--- config.mk ---
export PLATFORM = sky130hd
export DESIGN_NAME = pipelined_cla_adder
export DESIGN_NICKNAME = d
export VERILOG_FILES = /design/src/rtl/cla_pkg.sv /design/src/rtl/cla_group4.sv /design/src/rtl/pipelined_cla_adder.sv
export SDC_FILE = /design/constraint.sdc
export NUM_CORES = 1
export LEC_CHECK = 0
export ABC_AREA = 1
export BUFFER_PORTS_ARGS = -buffer_cell sky130_fd_sc_hd__buf_2
export CORE_AREA = 8 8 84 161
export CTS_CLUSTER_DIAMETER = 60
export DETAILED_ROUTE_END_ITERATION = 10
export DIE_AREA = 0 0 92 169
export HOLD_SLACK_MARGIN = 0.12
export PLACE_DENSITY = 0.58
export SYNTH_ARGS = -nofsm -noshare
export SYNTH_HDL_FRONTEND = slang
export SYNTH_SLANG_ARGS = --single-unit
--- constraint.sdc ---
create_clock -name clk -period 1.9 [get_ports clk]
set_input_delay 0.19 -clock clk [delete_from_list [all_inputs] [get_ports clk]]
set_output_delay 0.19 -clock clk [all_outputs]
set_load 0.03 [all_outputs]
--- src/rtl/cla_pkg.sv ---
// Shared types and helpers for the pipelined carry-lookahead adder.
// The stage record is sized for the widest supported adder; narrower builds leave upper bits zero.
package cla_pkg;

    localparam int CLA_GROUP_W   = 4;
    localparam int CLA_MAX_WIDTH = 256;

    function automatic int cla_num_groups(input int width);
        return width / CLA_GROUP_W;
    endfunction

    typedef struct packed {
        logic                     valid;
        logic [CLA_MAX_WIDTH-1:0] sum;
        logic [CLA_MAX_WIDTH-1:0] a;
        logic [CLA_MAX_WIDTH-1:0] b;
        logic                     carry;
        logic                     msb_cin;
        logic                     sub;
    } cla_stage_t;

endpackage

--- src/rtl/cla_group4.sv ---
// Combinational 4-bit carry-lookahead group: two-level SOP carries from the group carry-in.
// Also exports group propagate/generate for callers that want a higher lookahead level.
module cla_group4
    import cla_pkg::*;
(
    input  logic [CLA_GROUP_W-1:0] a,
    input  logic [CLA_GROUP_W-1:0] b,
    input  logic                   ci,
    output logic [CLA_GROUP_W-1:0] s,
    output logic                   co,
    output logic                   c3,
    output logic                   p,
    output logic                   g
);

    logic [CLA_GROUP_W-1:0] gi;
    logic [CLA_GROUP_W-1:0] pi;
    logic                   c1;
    logic                   c2;

    assign gi = a & b;
    assign pi = a ^ b;

    assign c1 = gi[0] | (pi[0] & ci);
    assign c2 = gi[1] | (pi[1] & gi[0]) | (pi[1] & pi[0] & ci);
    assign c3 = gi[2] | (pi[2] & gi[1]) | (pi[2] & pi[1] & gi[0])
              | (pi[2] & pi[1] & pi[0] & ci);

    assign g  = gi[3] | (pi[3] & gi[2]) | (pi[3] & pi[2] & gi[1])
              | (pi[3] & pi[2] & pi[1] & gi[0]);
    assign p  = &pi;
    assign co = g | (p & ci);

    assign s  = pi ^ {c3, c2, c1, ci};

endmodule

--- src/rtl/pipelined_cla_adder.sv ---
// WIDTH-bit adder resolving one 4-bit lookahead group per pipeline stage, valid/ready streamed.
// Define CLA_SUB_EN to add the sub port (a - b with carry-in forced to 1).
module pipelined_cla_adder
    import cla_pkg::*;
#(
    parameter int WIDTH   = 16,
    parameter int OUT_REG = 1
) (
    input  logic             clk,
    input  logic             rst_n,
    input  logic             in_valid,
    output logic             in_ready,
    input  logic [WIDTH-1:0] a,
    input  logic [WIDTH-1:0] b,
    input  logic             cin,
    output logic             out_valid,
    input  logic             out_ready,
    output logic [WIDTH-1:0] sum,
    output logic             cout,
    output logic             ovf
`ifdef CLA_SUB_EN
    ,
    input  logic             sub
`endif
);

    localparam int NG = cla_num_groups(WIDTH);
    localparam int NR = (OUT_REG != 0) ? NG : NG - 1;

    if (WIDTH < CLA_GROUP_W || (WIDTH % CLA_GROUP_W) != 0 || WIDTH > CLA_MAX_WIDTH) begin : g_bad_width
        $error("pipelined_cla_adder: WIDTH must be a multiple of 4 between 4 and CLA_MAX_WIDTH");
    end
    if (OUT_REG != 0 && OUT_REG != 1) begin : g_bad_out_reg
        $error("pipelined_cla_adder: OUT_REG must be 0 or 1");
    end

    // src[k] feeds group k; src[NG] is what the output ports present.
    cla_stage_t src [NG+1];
    cla_stage_t src0;
    logic       adv;
    logic       sub_eff;
    logic       stage_unused;

`ifdef CLA_SUB_EN
    assign sub_eff = sub;
`else
    assign sub_eff = 1'b0;
`endif

    always_comb begin
        src0               = '0;
        src0.valid         = in_valid;
        src0.a[WIDTH-1:0]  = a;
        src0.b[WIDTH-1:0]  = sub_eff ? ~b : b;
        src0.carry         = sub_eff | cin;
        src0.sub           = sub_eff;
    end

    assign src[0] = src0;

    for (genvar k = 0; k < NG; k++) begin : g_stage
        logic [CLA_GROUP_W-1:0] s;
        logic                   co;
        logic                   c3;
        logic                   grp_p_unused;
        logic                   grp_g_unused;
        cla_stage_t             r;

        cla_group4 u_group (
            .a  (src[k].a[CLA_GROUP_W*k +: CLA_GROUP_W]),
            .b  (src[k].b[CLA_GROUP_W*k +: CLA_GROUP_W]),
            .ci (src[k].carry),
            .s  (s),
            .co (co),
            .c3 (c3),
            .p  (grp_p_unused),
            .g  (grp_g_unused)
        );

        always_comb begin
            r                                   = src[k];
            r.sum[CLA_GROUP_W*k +: CLA_GROUP_W] = s;
            r.carry                             = co;
            r.msb_cin                           = c3;
        end

        if (k < NR) begin : g_reg
            cla_stage_t q;

            always_ff @(posedge clk or negedge rst_n) begin
                if (!rst_n) begin
                    q <= '0;
                end else if (adv) begin
                    q <= r;
                end
            end

            assign src[k+1] = q;
        end else begin : g_comb
            assign src[k+1] = r;
        end
    end

    // With no registers at all the block is a pass-through, so the stall comes straight from downstream.
    if (NR == 0) begin : g_adv_direct
        assign adv = out_ready;
    end else begin : g_adv_pipe
        assign adv = !out_valid || out_ready;
    end

    assign in_ready  = adv;
    assign out_valid = src[NG].valid;
    assign sum       = src[NG].sum[WIDTH-1:0];
    assign cout      = src[NG].carry;
    assign ovf       = src[NG].msb_cin ^ src[NG].carry;

    always_comb begin
        stage_unused = 1'b0;
        for (int k = 0; k <= NG; k++) begin
            stage_unused = stage_unused ^ (^src[k]);
        end
    end

endmodule

==> key figures <==
Pwr
  • Switching share of power: between 30 and 40%
  • Internal power: roughly 5.1 mW
  • Clock power frac: 21.3%
  • Pwr dens: 1580 nW/um2
  • Net Switching: 3.10 mW
  • Sequential power share: 41.6%
  • Comb pwr share: 37.1%
  • VDD IR max: 1490 uV
  • Leak: 2.75 nW

Floorplan
  • Chip height: 169 um
  • Starting density of the core: 37.8%
  • Die W: between 90 and 100 um
  • # rows: 56
  • Core area: 11,500 um2
  • Io pins: 57
  • Die ar.: 15,500 um2

Finish
  • Most common cell after layout, fill and taps aside: nand2_1
  • Final #Nets: 613
  • Layout Cells excl Fill: 706
  • Antenna Diode Count: 0
  • # fillers: 1,202
  • Multi-input logic area: about 1600 um2
  • Most frequent cells in the layout: 202 x nand2_1, 97 x dfrtp_1, 55 x buf_2, 44 x o21ai_0, 37 x inv_1
  • Layout area overhead: 20.4%
  • Share of cells above drive strength 1: approximately 14%
  • Seq. cell area: 2430 um2

Routing
  • Pre-Repair DR Iteration Count: 4
  • Antenna-violating nets left: 0
  • Via count: 3,138
  • Detailed-route DRC error count: 0
  • Routed WL per cell: 11.4 um
  • Vias per cell: 4.44
  • Initial drt markers: 103
  • Drt total wl: 8050 um

CTS
  • Root Driver: clkbuf_16
  • TritonCTS clock tree: done
  • Maximum level of the CTS H-tree: 3
  • Maximum clock insertion buffer count: 2
  • Setup Fix Bufs, Post-CTS: 0
  • Hold_buf cts: 26
  • Total CTS buffers: 9
  • Clock slew seen by the registers of the worst setup and hold paths: 60 ps
  • Post-CTS Resized: 0
  • Sink Count: 97
  • Clock latency on the worst-skew pair: 330 ps

Global routing
  • Vias in the first global route: 3,146
  • Global route overflow: 0
  • GR Util All Layers: 11.2%
  • First-pass GRT wire length: 14,200 um
  • Largest net degree at the start of global routing: 98
  • Initial antenna violation count: 0

Synthesis
  • Syn Std Cell Area: 4340 um2
  • Syn. warnings: 0
  • Flops & latches, synth: 97
  • Avg Inst Size Synth: 8.80 um2
  • Register area share after synthesis: a little under three fifths
  • Cell variety after synth: 19
  • Syn Inst Count: 493
  • Mapped Nets: 550

STA
  • Worst-Margin Slew: 491 ps
  • Clk_skew: between 5 and 6 ps
  • Final Cycle Share: 79.0%
  • Final setup TNS: 0 ps
  • Tmin final: about 1500 ps
  • Rel. slew slack: 67.3%
  • Max frequency: approximately 0.67 GHz
  • Max Slew Vio Count: 0
  • Setup violators final: 0
  • RSZ-0062 raised after global routing: false
  • Final hold vios: 0

Worst setup path
  • Slowest-stage cell, CP: dfrtp_1
  • Kind of start point of the critical path: flop
  • CP max FO: 15
  • Crit path buffers/inverters: 3
  • Top delay family on crit path: buffers and inverters
  • Critical path arrival: 1310 ps
  • Slowest Stage Delay on Critical Path: 380 ps
  • Kind of critical path: reg -> out
  • Critical-path cell list: inv_1 -> nor2_4 -> inv_2 -> buf_2
  • CP Capture Type: output pin
  • Worst endpoint required time: around 1700 ps

Place
  • Placed cells: 664
  • Hpwl dp: 5410 um
  • GPL Wtd Cong: 0.760
  • Buffers on Ports: 56

Job
  • Max-Cap Viols: 0

Worst hold path
  • Worst hold path class: in -> reg

Status
  • Outcome: completed
cell families after synthesis:
kind of cell | after synthesis | share of synthesized area, %
simple gates | 244 | 22.2
compound gates | 53 | 6.14
flops | 97 | 56.0
fa+ha+maj | 20 | 6.46
xor+xnor | 5 | 1.01
buf+inv | 74 | 8.22
stage by stage:
step	power (mW)	util, %	hold WS, ps	setup WS, ps	area (um2)
2_1_floorplan	5.92	-	-106	456	4340
5_1_grt	9.00	45.4	316	313	5220
3_3_place_gp	6.45	40.6	195	522	4670
3_5_place_dp	6.55	40.6	199	485	4670
6_report	8.23	45.4	286	400	5220
4_1_cts	8.39	45.4	269	365	5220
worst paths after layout:
check / from / to / slack (ps) / depth (start not counted)
setup / recovery: out_valid$_DFFE_PN0P_ / in_ready / 400 / 4
hold / removal: b[3] / g_stage[0].g_reg.q[2]$_DFFE_PN0P_ / 290 / 4
setup reg to reg: g_stage[2].g_reg.q[17]$_DFFE_PN0P_ / sum[15]$_DFFE_PN0P_ / 480 / 7
hold reg to reg: g_stage[0].g_reg.q[18]$_DFFE_PN0P_ / g_stage[1].g_reg.q[18]$_DFFE_PN0P_ / 470 / 2
max in group asynchronous: rst_n / g_stage[1].g_reg.q[274]$_DFFE_PN0P_ / 910 / 3
min in group asynchronous: rst_n / sum[14]$_DFFE_PN0P_ / 360 / 2
worst min-delay path, delay by kind of cell:
family	cells	cell delay, ps
adder cells (fa/ha/maj)	1	140
AO/OA/AOI/OAI	1	120
buffers and inverters	1	80
AND/OR/NAND/NOR	1	50
flip-flops by register name (all words and copies together), names as in the netlist:
signal           cells
cout                 1
sum                 16
g_stage.g_reg.q     79
out_valid            1
area by class of cell:
| cell class | count | share of cell area, % |
|---|---|---|
| inverter | 38 | 2.73 |
| clock buffer | 13 | 4.79 |
| sequential | 97 | 46.5 |
| tap | 145 | 3.47 |
| timing repair buffer | 88 | 12.0 |
| multi-input combinational | 322 | 29.8 |
| clock inverter | 3 | 0.767 |
Yosys cell counts:
master | number | area share (%)
nand2_1 | 202 | 17
dfrtp_1 | 97 | 56
o21ai_0 | 44 | 5.1
inv_1 | 37 | 3.2
buf_4 | 18 | 3.1
nor2_1 | 17 | 1.5
ha_1 | 16 | 4.6
nand3_1 | 16 | 1.8
buf_2 | 9 | 1.0
clkbuf_1 | 9 | 0.78
xor2_1 | 5 | 1.0
a21oi_1 | 4 | 0.46
fa_1 | 4 | 1.8
nand4_1 | 4 | 0.58
o21ai_1 | 4 | 0.46
or2_2 | 4 | 0.58
a31oi_1 | 1 | 0.14
inv_2 | 1 | 0.086
nor2_4 | 1 | 0.26
power groups by stage:
stage	combinational [mW]	clock (mW)	sequential, mW
after floorplan	2.54	0	3.38
after global placement	3.02	0	3.43
after detailed placement	3.07	0	3.47
after CTS	3.13	1.81	3.44
after global routing	3.55	1.91	3.54
final	3.05	1.75	3.42
layer usage:
layer  part of all wire [%]  GRT usage [%]  vias to the layer above
met3                    5.3           3.99                        8
met1                     48           13.5                     1429
met4                    1.4           4.03                        0
met5                      0              0                        -
met2                     45           17.7                       63
li1                       -              -                     1638
(Power assumes the default switching activity.)
